$ cat src/rtl/unidade_mult_div.sv
// Iterative radix-2 multiply/divide unit with HI/LO registers (MULT, MULTU, DIV, DIVU, MTHI/MTLO).
// Optional divide-by-zero status output enabled by defining MD_DIV_ZERO_FLAG_EN.
module unidade_mult_div #(
    parameter int WIDTH = 32
) (
    input  logic             clock,
    input  logic             reset,
    input  logic             start,
    input  logic [1:0]       op,
    input  logic [WIDTH-1:0] operandoA,
    input  logic [WIDTH-1:0] operandoB,
    input  logic             escreveHI,
    input  logic             escreveLO,
    input  logic [WIDTH-1:0] dadosEscrita,
    output logic             ocupado,
    output logic             pronto,
`ifdef MD_DIV_ZERO_FLAG_EN
    output logic             divZero,
`endif
    output logic [1:0]       o_estado,
    output logic [WIDTH-1:0] hi,
    output logic [WIDTH-1:0] lo
);
    // Handshake: start is sampled only in IDLE; ocupado stays high from the start
    // edge until the result edge, where pronto pulses for exactly one cycle.
    localparam int CW = $clog2(WIDTH + 1);

    typedef enum logic [1:0] {
        S_IDLE = 2'd0,
        S_CALC = 2'd1,
        S_FIX  = 2'd2
    } estado_t;

    estado_t          r_estado;
    logic [CW-1:0]    r_cnt;
    logic [1:0]       r_op;
    logic [WIDTH-1:0] r_p_hi;
    logic [WIDTH-1:0] r_p_lo;
    logic [WIDTH-1:0] r_m;
    logic [WIDTH-1:0] r_a_orig;
    logic             r_neg_q;
    logic             r_neg_r;
    logic             r_div0;
    logic [WIDTH-1:0] r_hi;
    logic [WIDTH-1:0] r_lo;
    logic             r_pronto;
    logic             r_ocupado;
`ifdef MD_DIV_ZERO_FLAG_EN
    logic             r_div_zero;
`endif

    logic             w_a_neg;
    logic             w_b_neg;
    logic [WIDTH-1:0] w_a_mag;
    logic [WIDTH-1:0] w_b_mag;
    logic [WIDTH:0]   w_mul_sum;
    logic [WIDTH:0]   w_div_shift;
    logic [WIDTH:0]   w_div_diff;
    logic [2*WIDTH-1:0] w_prod;
    logic [2*WIDTH-1:0] w_prod_fix;
    logic [WIDTH-1:0] w_quo;
    logic [WIDTH-1:0] w_rem;

    // op[0]=0 selects the signed variants; magnitudes make the datapath unsigned.
    assign w_a_neg = ~op[0] & operandoA[WIDTH-1];
    assign w_b_neg = ~op[0] & operandoB[WIDTH-1];
    assign w_a_mag = w_a_neg ? -operandoA : operandoA;
    assign w_b_mag = w_b_neg ? -operandoB : operandoB;

    assign w_mul_sum   = {1'b0, r_p_hi} + (r_p_lo[0] ? {1'b0, r_m} : {(WIDTH+1){1'b0}});
    assign w_div_shift = {r_p_hi, r_p_lo[WIDTH-1]};
    assign w_div_diff  = w_div_shift - {1'b0, r_m};

    assign w_prod     = {r_p_hi, r_p_lo};
    assign w_prod_fix = r_neg_q ? -w_prod : w_prod;
    assign w_quo      = r_neg_q ? -r_p_lo : r_p_lo;
    assign w_rem      = r_neg_r ? -r_p_hi : r_p_hi;

    always_ff @(posedge clock) begin
        if (reset) begin
            r_estado  <= S_IDLE;
            r_cnt     <= '0;
            r_op      <= '0;
            r_p_hi    <= '0;
            r_p_lo    <= '0;
            r_m       <= '0;
            r_a_orig  <= '0;
            r_neg_q   <= 1'b0;
            r_neg_r   <= 1'b0;
            r_div0    <= 1'b0;
            r_hi      <= '0;
            r_lo      <= '0;
            r_pronto  <= 1'b0;
            r_ocupado <= 1'b0;
`ifdef MD_DIV_ZERO_FLAG_EN
            r_div_zero <= 1'b0;
`endif
        end else begin
            r_pronto <= 1'b0;
            case (r_estado)
                S_IDLE: begin
                    if (start) begin
                        r_op      <= op;
                        r_a_orig  <= operandoA;
                        r_neg_q   <= w_a_neg ^ w_b_neg;
                        r_neg_r   <= w_a_neg;
                        r_div0    <= op[1] && (operandoB == '0);
                        r_p_hi    <= '0;
                        // Multiply shifts the multiplier out of lo; divide shifts the dividend out of lo.
                        r_p_lo    <= op[1] ? w_a_mag : w_b_mag;
                        r_m       <= op[1] ? w_b_mag : w_a_mag;
                        r_cnt     <= CW'(WIDTH);
                        r_ocupado <= 1'b1;
                        r_estado  <= S_CALC;
`ifdef MD_DIV_ZERO_FLAG_EN
                        r_div_zero <= 1'b0;
`endif
                    end else begin
                        if (escreveHI) r_hi <= dadosEscrita;
                        if (escreveLO) r_lo <= dadosEscrita;
                    end
                end
                S_CALC: begin
                    r_cnt <= r_cnt - CW'(1);
                    if (r_op[1]) begin
                        if (!w_div_diff[WIDTH]) begin
                            r_p_hi <= w_div_diff[WIDTH-1:0];
                            r_p_lo <= {r_p_lo[WIDTH-2:0], 1'b1};
                        end else begin
                            r_p_hi <= w_div_shift[WIDTH-1:0];
                            r_p_lo <= {r_p_lo[WIDTH-2:0], 1'b0};
                        end
                    end else begin
                        r_p_hi <= w_mul_sum[WIDTH:1];
                        r_p_lo <= {w_mul_sum[0], r_p_lo[WIDTH-1:1]};
                    end
                    if (r_cnt == CW'(1)) r_estado <= S_FIX;
                end
                S_FIX: begin
                    if (!r_op[1]) begin
                        r_hi <= w_prod_fix[2*WIDTH-1:WIDTH];
                        r_lo <= w_prod_fix[WIDTH-1:0];
                    end else if (r_div0) begin
                        r_hi <= r_a_orig;
                        r_lo <= '1;
                    end else begin
                        r_hi <= w_rem;
                        r_lo <= w_quo;
                    end
`ifdef MD_DIV_ZERO_FLAG_EN
                    r_div_zero <= r_div0;
`endif
                    r_pronto  <= 1'b1;
                    r_ocupado <= 1'b0;
                    r_estado  <= S_IDLE;
                end
                default: r_estado <= S_IDLE;
            endcase
        end
    end

    assign hi       = r_hi;
    assign lo       = r_lo;
    assign pronto   = r_pronto;
    assign ocupado  = r_ocupado;
    assign o_estado = r_estado;
`ifdef MD_DIV_ZERO_FLAG_EN
    assign divZero  = r_div_zero;
`endif

endmodule

$ cat config.mk
export PLATFORM = sky130hd
export DESIGN_NAME = unidade_mult_div
export DESIGN_NICKNAME = d
export VERILOG_FILES = /design/src/rtl/unidade_mult_div.sv
export SDC_FILE = /design/constraint.sdc
export NUM_CORES = 1
export LEC_CHECK = 0
export BUFFER_PORTS_ARGS = -buffer_cell sky130_fd_sc_hd__buf_4
export CAP_MARGIN = 10
export CORE_MARGIN = 3
export CORE_UTILIZATION = 40
export DETAILED_ROUTE_END_ITERATION = 7
export PLACE_DENSITY = 0.59
export REMOVE_ABC_BUFFERS = 1
export SYNTH_ARGS = -nofsm -noshare
export SYNTH_HDL_FRONTEND = slang
export SYNTH_SLANG_ARGS = --single-unit
$ cat constraint.sdc
create_clock -name clock -period 3.31 [get_ports clock]
set_clock_uncertainty 0.2 [all_clocks]
set_input_delay 0.331 -clock clock [delete_from_list [all_inputs] [get_ports clock]]
set_output_delay 0.331 -clock clock [all_outputs]
set_load 0.01 [all_outputs]
Word level (Yosys, flattened, before mapping)
Index checks and enable logic that the tools add are counted.
- word-level logic and storage cells: 79
- output and inout bits: 68
- bits in registers: 207
- multiplexer cells: 34
- bitwise gates (word level): 4
- reductions and logical operators: 11
- equal/unequal tests: 8
- add/sub/neg operators: 8
- operators with widths (cell ; number):
    32-bit 2-to-1 mux ; 20
    32-bit one-hot mux with 2 select lines ; 4
    32-bit negation ; 4
    64-bit 2-to-1 mux ; 1
    64-bit negation ; 1
    32-bit by 32-bit adder with 33-bit output ; 1
    33-bit by 32-bit subtractor with 33-bit output ; 1
    32-bit logical NOT ; 1
    6-bit one-hot mux with 2 select lines ; 1
    2-bit != test, second input constant ; 5
    2-bit AND reduction ; 4
    6-bit by 1-bit equality test with 1-bit output, second input constant ; 1
    6-bit 2-to-1 mux ; 1
    3-bit AND reduction ; 2
    6-bit by 1-bit subtractor with 6-bit output, second input constant ; 1
    2-bit 2-to-1 mux ; 2
    2-bit one-hot mux with 2 select lines ; 1
    2-bit nonzero test ; 2
    1-bit 2-to-1 mux ; 3
    1-bit bitwise AND ; 2
    2-bit by 1-bit equality test with 1-bit output, second input constant ; 1
    2-bit equality test, second input constant ; 1
    2-bit logical NOT ; 1
    1-bit one-hot mux with 2 select lines ; 1
    3 further kinds ; 3

Longest topological paths before layout
Gate-level depths: netlist of run 1.
- word-level depth: 6
- gate-level depth with buffers: 14

Worst setup path after synthesis of run 1
Ideal clock, no wire load.
- kind: reg2reg
- from: register r_p_lo[0]
- to: register r_p_hi[29]
- path buffers: 0
- setup time: 122 ps
- period minus slack after synthesis: 3324 ps
- required time: 2988 ps
- path slack: -14 ps
- arrival: 3002 ps
- cell stages (with the launch flop): 14
- cells stage by stage: dfxtp_1 > and2_1 > ha_1 > inv_1 > fa_1 > nand2b_1 > a21oi_1 > a41oi_1 > o31ai_2 > a31oi_1 > o311a_1 > a21oi_1 > xnor2_1 > a221o_1
- cells in the longest elaborated chain, start to end: 4
- ends and longest elaborated chain (item ; line ; source):
    start: declaration ; 38 ; logic [WIDTH-1:0] r_p_lo;
    start signal: assignment ; 110 ; r_p_lo <= op[1] ? w_a_mag : w_b_mag;
    start signal: assignment ; 128 ; r_p_lo <= {r_p_lo[WIDTH-2:0], 1'b1};
    start signal: assignment ; 131 ; r_p_lo <= {r_p_lo[WIDTH-2:0], 1'b0};
    32-bit 2-to-1 mux ; 70 ; assign w_mul_sum = {1'b0, r_p_hi} + (r_p_lo[0] ? {1'b0, r_m} : {(WIDTH+1){1'b0}});
    32-bit by 32-bit adder with 33-bit output ; 70 ;
    32-bit 2-to-1 mux ; 125 ; if (r_op[1]) begin
    32-bit one-hot mux with 2 select lines ; 100 ; case (r_estado)
    end signal: assignment ; 127 ; r_p_hi <= w_div_diff[WIDTH-1:0];
    end signal: assignment ; 130 ; r_p_hi <= w_div_shift[WIDTH-1:0];
    end signal: assignment ; 134 ; r_p_hi <= w_mul_sum[WIDTH:1];
    end: declaration ; 37 ; logic [WIDTH-1:0] r_p_hi;
No other way between the ends.
A chain may end at the register's enable or synchronous reset.

Worst setup path in the final report of run 1
- from: register r_p_lo[31]
- to: register r_p_hi[0]
- cells in the longest elaborated chain, start to end: 4
- ends and longest elaborated chain (item ; line ; source):
    33-bit by 32-bit subtractor with 33-bit output ; 72 ; assign w_div_diff = w_div_shift - {1'b0, r_m};
    32-bit 2-to-1 mux * ; 126 ; if (!w_div_diff[WIDTH]) begin
    32-bit 2-to-1 mux * ; 125 ;
    32-bit one-hot mux with 2 select lines * ; 100 ;
Mark *: on every way between the ends. The rest lies on a longest branch, timed or not.

==> impl_metrics.ini, run 1 <==
[final_layout]
syn2layout_area_growth_pct = 30.4
antennaDiodeCount = 0
nNetsFinal = 2758
fin_util_pct = 52.9
drive_gt1_share_pct = 20.7

[clocking]
numCtsBuffers = 26
cts.clk_slew.worst_paths_ns = 0.06
h-tree-depth = 1
tritoncts = built
cts.sinks = 206
clk_latency_ns = 0.56
cts_root_buffer = clkbuf_16
cts_buffer_depth = 3

[global_route]
grt_first_pass_wirelength_mm = 100
grt_max_degree = 86
grt_overflow = 0
track_usage_pct = 28.7
grt_pass1_vias = 17491
antenna_found_initial = 1
grtUsageMet1_pct = 38.5
grtUsageMet3_pct = 4.99
grt_busiest_layer = met2
grtUsageMet2_pct = 47.5

[setup_path]
crit_chain = inv_1, ha_4, fa_2, nand2b_4, a21oi_2, buf_4, o21ai_4, a31oi_4, or4_1, nand4_1, buf_4, clkbuf_16, nor2_1, a21oi_1, a221o_1
crit_slowest_cell = fa_2
start_kind = flip-flop
arrival_ns = 3.44
cpMostUsedCell = buf_4
required_ns = 3.54
cp-end-kind = flip-flop
slowest_delay_ns = 0.38
path_class = flip-flop to flip-flop
critPathMaxFanout = 8

[pwr]
pwr_density_cell_nw_per_um2 = 396
p_leak_uw = 0.00862
peakVddDrop_uv = 480

[timing]
fmax_mhz = 312
relSlewSlack_pct = 20.6
rsz0062_at_grt = yes
hold_viol = 0
finalMaxSlewViolations = 0
holdWs_ns = 0.0236
finalSetupViolCount = 0
fin_tns_setup_ns = 0
fin_crit_sh_pct = 96.8
tightest_slew_ns = 1.19
fin_crit_ns = 3.21

[drt]
vias = 18426
drc = 0
drtIter0Drc = 1609
dr.pass1.iters = 5
wire_per_inst_um = 21.3
drt-total-wl_mm = 66.9
final_antenna_net_count = 0
post_drt_via_cell_ratio = 5.88

[yosys]
synthTopCellsByCount = nand2_1, a21oi_1, dfxtp_1
synth_area_leader_cell = dfxtp_1
synth_most_common_cell = nand2_1
synthCells = 2270
yosysUniqueCellTypes = 82
yosys_warnings = 0
async_flop_share_pct = 0
synth_ff_type = dfxtp_1
ys_ff_latch = 206
synth_area_leaders = dfxtp_1, a21oi_1, xnor2_1, nand2_1, ha_1
synth_area_sq_um = 16600
yosysTopAreaCellShare_pct = 24.8
syn_area_per_cell_sq_um = 7.31
synth-edff-count = 0
seq_area_frac_synth_pct = 24.8

[floorplanning]
io_pins = 171
start_util_pct = 40.6
coreArea_sq_um = 40900
die_w_um = 210
die_y_um = 210
rows = 74
die_area_sq_um = 44000

[place]
portBuffers = 170
hpwl_mm = 50.5
gp_congestion = 0.997

[run_status]
status = completed

[min_path]
hold_class = input pin to flip-flop

[flow_run]
max_cap_violations = 0
==> worst max-delay path: cells and delay by family, from the launching register on <==
family,cells,cell delay [ns]
flops,1,0.33
compound gates,5,0.78
fa+ha+maj,2,0.55
buf+inv,4,0.61
simple gates,4,0.60
==> worst paths after layout <==
| kind | from | to | slack (ns) | cells past startpoint |
|---|---|---|---|---|
| setup reg to reg | r_p_lo[31]$_SDFFE_PP0P_ | r_p_hi[0]$_SDFFE_PP0P_ | 0.10 | 15 |
| hold / removal | dadosEscrita[3] | lo[3]$_SDFFE_PP0P_ | 0.02 | 3 |
| hold reg to reg | r_m[4]$_SDFFE_PP0P_ | r_m[4]$_SDFFE_PP0P_ | 0.25 | 2 |
| setup / recovery | r_p_lo[31]$_SDFFE_PP0P_ | r_p_hi[0]$_SDFFE_PP0P_ | 0.10 | 15 |
==> cells by family after synthesis <==
logic type | count (synthesis) | share of synthesized area (%)
compound gates | 740 | 28.9
xor+xnor | 192 | 10.1
fa+ha+maj | 72 | 5.52
buf+inv | 254 | 5.90
flops | 206 | 24.8
mux | 68 | 4.13
simple gates | 738 | 20.6
==> per-stage QoR <==
step | instances | power, uW | cell area, sq um | setup WS [ns]
3_5_place_dp | 3005 | 5420 | 19600 | -0.181
3_3_place_gp | 3005 | 5400 | 19600 | -0.157
4_1_cts | 3123 | 8480 | 21200 | 0.00272
2_1_floorplan | 2085 | 4320 | 15900 | -2.67
5_1_grt | 3135 | 8940 | 21700 | -0.0446
6_report | 3135 | 8570 | 21700 | 0.104
==> power by group <==
part	total (uW)	internal, uW	switching (uW)
registers	2800	2660	147
clock network	2970	1790	1170
logic	2800	1200	1590
total	8570	5650	2910
==> cell type report <==
cell class	count	area, sq um
clock buffer	39	751
clock inverter	9	123
fill	3991	19300
inverter	69	260
multi-input combinational	1810	11900
sequential	206	4140
tap	532	666
timing repair buffer	470	3820
==> cells in the final DEF (no fill, tap or decap), types with 64 or more instances in the layout <==
| cell | instances |
|---|---|
| nand2_1 | 283 |
| inv_1 | 65 |
| dlygate4sd3_1 | 69 |
| xor2_1 | 67 |
| buf_4 | 390 |
| nor2_1 | 197 |
| dfxtp_1 | 196 |
| a21oi_1 | 226 |
| a211oi_1 | 75 |
| xnor2_1 | 125 |
| o21ai_0 | 116 |
| mux2i_1 | 64 |
==> per-layer routing <==
metal	wire length, um	part of all wire, %
met1	29100	44
met5	13	0.019
met4	2100	3.1
met3	4970	7.4
met2	30700	46
==> flip-flops by register name, indices dropped and copies added, names as in the netlist <==
register	count
hi	32
lo	32
o_estado	2
ocupado	1
pronto	1
r_a_orig	32
r_cnt	6
r_div0	1
r_m	32
r_neg_q	1
r_neg_r	1
r_op	1
r_p_hi	32
r_p_lo	32
==> what timing repair did <==
item,CTS,global route
pin swaps,4,27
gates cloned,0,1
hold buffers,69,0
gates resized for setup,14,71
setup endpoints to repair,27,44
setup buffers,1,11
endpoints found under the hold margin,110,0
(Power assumes the default switching activity.)
==> run 2, diff against run 1 <==
Settings changed: CELL_PAD_IN_SITES_DETAIL_PLACEMENT set to 1, CELL_PAD_IN_SITES_GLOBAL_PLACEMENT set to 1, HOLD_SLACK_MARGIN set to 0.02, PLACE_DENSITY 0.59 to 0.77.
==> run 2 against run 1 <==
Cell area is 0.59% higher; combinational power increased by 4%; non-clock buffer count increased by 2; global-route usage grew 3.8 points; via count rose by 5.8%; hold slack gained 0.016 ns; clock power down 2%; routed wire length grew 14%; largest power group unchanged; critical endpoint is now r_p_hi[1]$_SDFFE_PP0P_; first-iteration DRC count is 1.9% lower; register-to-register slack lost 0.09 ns; sequential power is essentially flat.
==> impl_metrics.ini, run 2 (same netlist as run 1, synthesis figures left out) <==
[timing]
rsz0062_at_grt = yes
fin_crit_ns = 3.29
hold_viol = 0
relSlewSlack_pct = 34.7
fin_crit_sh_pct = 99.4
holdWs_ns = 0.0396
tightest_slew_ns = 0.976
fmax_mhz = 304
finalMaxSlewViolations = 0
finalSetupViolCount = 0

[setup_path]
r2r_start = r_m[19]$_SDFFE_PP0P_
crit_slowest_cell = dfxtp_1
cp-end-kind = flip-flop
crit-reg2reg-capture = r_p_hi[1]$_SDFFE_PP0P_
start_kind = flip-flop
crit_chain = inv_1, ha_2, nand4_1, or3_1, a31oi_1, buf_4, or4_4, nand4_1, buf_6, buf_12, buf_6, nor2_1, a211oi_2, a221o_1
arrival_ns = 3.53
critPathMaxFanout = 8
required_ns = 3.54
regToRegSetupSlack_ns = 0.02
path_class = flip-flop to flip-flop
cpLargestDelayFamily = simple AND/OR/NAND/NOR gates
path_buf_inv = 5
ff2ff_path_depth = 14
slowest_delay_ns = 0.41

[flow_run]
max_cap_violations = 0

[pwr]
power_uw = 8640
swShare_pct = 35.4
intPower_uw = 5580
pwr_density_cell_nw_per_um2 = 396
peakVddDrop_uv = 316
pwr-share-comb_pct = 33.6
power_switching_uw = 3060
p_clk_share_pct = 33.7
p_seq_share_pct = 32.6
p_leak_uw = 0.00859

[global_route]
grt_first_pass_wirelength_mm = 114
grt_max_degree = 118
grt_busiest_layer = met2
grtUsageMet1_pct = 41.0
grt_pass1_vias = 19950
grtUsageMet3_pct = 4.87
track_usage_pct = 32.5
grtUsageMet2_pct = 53.8
grt_overflow = 0
antenna_found_initial = 2

[drt]
dr.pass1.iters = 5
drc = 0
vias = 19502
wire_per_inst_um = 24.3
drtIter0Drc = 1579
drt-total-wl_mm = 76.4
post_drt_via_cell_ratio = 6.21
final_antenna_net_count = 0

[run_status]
status = completed

[place]
numPlacedInstances = 3001
hpwl_mm = 54.7
gp_congestion = 0.918
portBuffers = 170

[clocking]
numCtsBuffers = 26
h-tree-depth = 1
tritoncts = built
cts_buffer_depth = 3
cts.clk_slew.worst_paths_ns = 0.06
cts_root_buffer = clkbuf_16
clk_latency_ns = 0.57
cts.sinks = 206

[floorplanning]
rows = 74
io_pins = 171
die_y_um = 210
start_util_pct = 40.6
die_w_um = 210
coreArea_sq_um = 40900
die_area_sq_um = 44000

[final_layout]
fillerInstances = 5068
multi_input_area_sq_um = 12000
syn2layout_area_growth_pct = 31.2
final_common_cell = buf_4
final_cell_mix = buf_4, nand2_1, a21oi_1, dfxtp_1, nor2_1
nNetsFinal = 2760
regArea_sq_um = 4140
drive_gt1_share_pct = 22.0
layout.cells.non_filler = 3138

[min_path]
hp-start = operandoB[19]
whs_path_depth = 4
hold_class = input pin to flip-flop
hold_path_end = r_m[19]$_SDFFE_PP0P_
-- run 2: cell types whose count changed in the layout (fill, tap and decap cells not counted), moves of 6 or more --
cell and delta:
a21oi_2 +6, or4_4 +6, a21oi_1 -7, or4_1 -6
o21ai_0 -6
-- run 2: worst max-delay path by stage --
| stage | from | endpoint | cells after the start |
|---|---|---|---|
| after floorplan | o_estado[1]$_SDFFE_PP0P_ | r_p_lo[28]$_SDFFE_PP0P_ | 5 |
| after global placement | r_p_hi[0]$_SDFFE_PP0P_ | hi[24]$_SDFFE_PP0P_ | 10 |
| after detailed placement | r_p_hi[0]$_SDFFE_PP0P_ | hi[24]$_SDFFE_PP0P_ | 10 |
| after CTS | r_m[5]$_SDFFE_PP0P_ | r_p_hi[28]$_SDFFE_PP0P_ | 12 |
| after global routing | r_p_lo[0]$_SDFFE_PP0P_ | r_p_hi[30]$_SDFFE_PP0P_ | 14 |
| final | r_m[19]$_SDFFE_PP0P_ | r_p_hi[1]$_SDFFE_PP0P_ | 14 |
-- run 2: timing repair --
| action | 4_1_cts | 5_1_grt |
|---|---|---|
| setup buffers | 8 | 6 |
| hold buffers | 73 | 0 |
| resized for setup | 32 | 107 |
| gates cloned | 1 | 0 |
| pin swaps | 13 | 42 |
| endpoints found under the hold margin | 98 | 0 |
| setup endpoints to repair | 37 | 63 |
-- run 2: area by class of cell --
| class | count | area share, % |
|---|---|---|
| Multi-Input combinational cell | 1810 | 55.3 |
| Sequential cell | 206 | 19.0 |
| Timing Repair Buffer | 472 | 17.5 |
| Clock buffer | 40 | 3.60 |
| Tap cell | 532 | 3.06 |
| Inverter | 69 | 1.20 |
| Clock inverter | 8 | 0.316 |
| Antenna cell | 1 | 0.0115 |
-- run 2: through the flow --
step / worst slack [ns] / TNS, ns / cell area [sq um] / util (%)
floorplan: -2.67 / -257.30 / 15900 / -
global placement: -0.166 / -0.486 / 19500 / 47.7
detailed placement: -0.223 / -3.59 / 19500 / 47.7
CTS: 0.000252 / 0 / 21300 / 52.1
global route: -0.0942 / -1.08 / 21800 / 53.2
finish: 0.0187 / 0 / 21800 / 53.2
-- run 2: metal layers --
layer  vias up  share of wire, %
met3       230               6.3
met4         0               6.1
met5         -                 0
met1      9586                41
met2       805                47
li1       8881                 -
-- run 2: power groups by stage --
stage / clock network [uW] / logic [uW] / registers [uW]
floorplan: 0 / 1440 / 2890
global placement: 0 / 2510 / 2840
detailed placement: 0 / 2580 / 2850
CTS: 2930 / 2740 / 2810
global route: 3040 / 3110 / 2840
finish: 2910 / 2900 / 2820
-- run 2: tightest hold or removal path, delay by kind of cell --
kind,cells,cell delay [ns]
xor+xnor,1,0.07
compound gates,2,0.24
buf+inv,1,0.10
==> run 3, diff against run 2 <==
Settings changed: ABC_AREA set to 1, CORE_UTILIZATION 40 to 38.
==> run 3 against run 2 <==
Routed wire length grew 38%; via count grew 30%; cell area grew 7.6%; sequential power grew 6%; area after synthesis grew 17%; clock-buffer cell count shrank 3; first-iteration DRC count grew 61%; die area grew 23%; non-clock buffer count shrank 127; critical path type unchanged; highest routed layer unchanged.
==> impl_metrics.ini, run 3 <==
[run_status]
status = completed

[clocking]
tritoncts = built
h-tree-depth = 1
clk_latency_ns = 0.56
cts.sinks = 206
post_cts_buffers = 0
cts_root_buffer = clkbuf_16
cts.clk_slew.worst_paths_ns = 0.06
cts_buffer_depth = 3
numCtsBuffers = 26

[yosys]
yosysUniqueCellTypes = 51
ys_ff_latch = 206
synth_area_leader_cell = dfxtp_1
async_flop_share_pct = 0
syn_area_per_cell_sq_um = 5.63
synthCells = 3465
synth_most_common_cell = nand2_1
yosys_warnings = 0
synth_area_leaders = dfxtp_1, nand2_1, inv_1, o21ai_0, a21oi_1
synth_area_sq_um = 19500
synth_ff_type = dfxtp_1
seq_area_frac_synth_pct = 21.2
synthTopCellsByCount = nand2_1, inv_1, nor2_1
synth-edff-count = 0
yosysTopAreaCellShare_pct = 21.2

[final_layout]
antennaDiodeCount = 0
final_common_cell = nand2_1
layout.cells.non_filler = 4384
nNetsFinal = 3868
fin_util_pct = 46.5
syn2layout_area_growth_pct = 20.3
drive_gt1_share_pct = 10.6
final_cell_mix = nand2_1, inv_1, nor2_1, o21ai_0, a21oi_1

[setup_path]
slowest_delay_ns = 0.45
regToRegSetupSlack_ns = 0.15
path_class = flip-flop to flip-flop
cpMostUsedCell = nand2_1
required_ns = 3.60
cp-end-kind = flip-flop
crit_slowest_cell = fa_1
critPathMaxFanout = 5
startpoint = r_p_lo[0]$_SDFFE_PP0P_
r2r_start = r_p_lo[0]$_SDFFE_PP0P_
start_kind = flip-flop
crit_chain = nand2_1, inv_1, ha_1, inv_1, fa_1, o21ai_0, buf_4, nand2_1, nand2_1, nand2_1, nand2_1, nand2_1, a21oi_1, nor2_1, nor2_1, nand2_1, a21oi_2
arrival_ns = 3.45

[drt]
vias = 25323
final_antenna_net_count = 0
wl_met1_mm = 46.2
drt-total-wl_mm = 105
drtIter0Drc = 2538
drc = 0
dr.pass1.iters = 5
wire_per_inst_um = 24.0
wl_met3_mm = 9.65
post_drt_via_cell_ratio = 5.78
top_layer = met4
wl_met2_mm = 45.2

[pwr]
power_uw = 10200
p_leak_uw = 0.0117
peakVddDrop_uv = 490
pwr_density_cell_nw_per_um2 = 434

[global_route]
grt_first_pass_wirelength_mm = 156
grt_overflow = 0
antenna_found_initial = 3
track_usage_pct = 37.8
grt_max_degree = 90
grt_pass1_vias = 25046

[timing]
worst_slack_ns = 0.149
tightest_slew_ns = 0.891
rsz0062_at_grt = yes
fin_crit_ns = 3.16
hold_viol = 0
fmax_mhz = 316
finalSetupViolCount = 0
relSlewSlack_pct = 40.5
fin_crit_sh_pct = 95.5
fin_tns_setup_ns = 0
finalMaxSlewViolations = 0

[flow_run]
max_cap_violations = 0

[floorplanning]
die_y_um = 233
rows = 82
die_area_sq_um = 54100
coreArea_sq_um = 50400
die_w_um = 233
start_util_pct = 38.7
io_pins = 171

[min_path]
hp-start = dadosEscrita[17]
hold_class = input pin to flip-flop

[place]
gp_congestion = 1.01
pre_cts_slack_ns = 0.152
portBuffers = 170
numPlacedInstances = 4269
hpwl_mm = 84.7
run 3: changes by cell type in the layout (fill, tap and decap cells not counted), moves of 19 or more:
cell      delta
nand2_1    +617
buf_4      -117
nand3_1    +259
a21oi_1     +99
mux2i_1     -64
nand2b_1    -23
nor2_1     +158
o31ai_1     -19
a211oi_1    -69
o21ai_0    +211
o221ai_1    -23
inv_1      +419
nand4_1     +27
xnor2_1    -115
run 3: stage by stage:
| step | area [sq um] | hold WS (ns) |
|---|---|---|
| floorplan | 18900 | 0.193 |
| global placement | 21900 | 0.260 |
| detailed placement | 21900 | 0.275 |
| CTS | 23400 | 0.0217 |
| global route | 23400 | 0.0642 |
| finish | 23400 | 0.0290 |
run 3: cells by family (layout without fill, tap and decap cells):
logic type,count (synthesis),in the layout,synth area share (%)
simple gates,1687,1687,36.1
buf+inv,643,890,12.8
flops,206,206,21.2
fa+ha+maj,72,72,4.70
xor+xnor,82,82,3.68
compound gates,775,775,21.6
run 3: final timing paths:
kind	endpoint	depth (start not counted)
max	r_p_hi[27]$_SDFFE_PP0P_	17
min	lo[17]$_SDFFE_PP0P_	5
max reg2reg	r_p_hi[27]$_SDFFE_PP0P_	17
min reg2reg	r_cnt[5]$_SDFFE_PP0P_	1
run 3: area by class of cell:
cell class              instances  area (sq um)
repair buffers                345          2840
fillers                      7050         26900
clock buffers                  37           772
inverters                     498          1870
multi-input cells            2616         12900
clock inverters                10          76.3
well taps                     672           841
flip-flops and latches        206          4130
run 3: where the power goes:
group          leakage, uW  internal (uW)  switching [uW]  total [uW]
clock network     0.000413           1620            1200        2830
logic              0.00963           1360            3000        4360
registers          0.00170           2710             272        2980
run 3: repair_timing:
item	in CTS	in global routing
resized for setup	0	6
endpoints found under the hold margin	96	0
hold buffers	68	0
setup endpoints to repair	0	20
run 3: critical path, delay by kind of cell (launching register included):
| kind | cells | cell delay (ns) |
|---|---|---|
| flip-flops | 1 | 0.41 |
| AND/OR/NAND/NOR | 9 | 0.92 |
| AO/OA/AOI/OAI | 3 | 0.50 |
| adder cells (fa/ha/maj) | 2 | 0.71 |
| buffers and inverters | 3 | 0.34 |
run 3: metal layers:
layer / global-route usage [%] / vias up
li1: - / 11705
met5: 0 / -
met1: 53.1 / 12368
met2: 58.1 / 1077
met4: 12.9 / 0
met3: 6.61 / 173
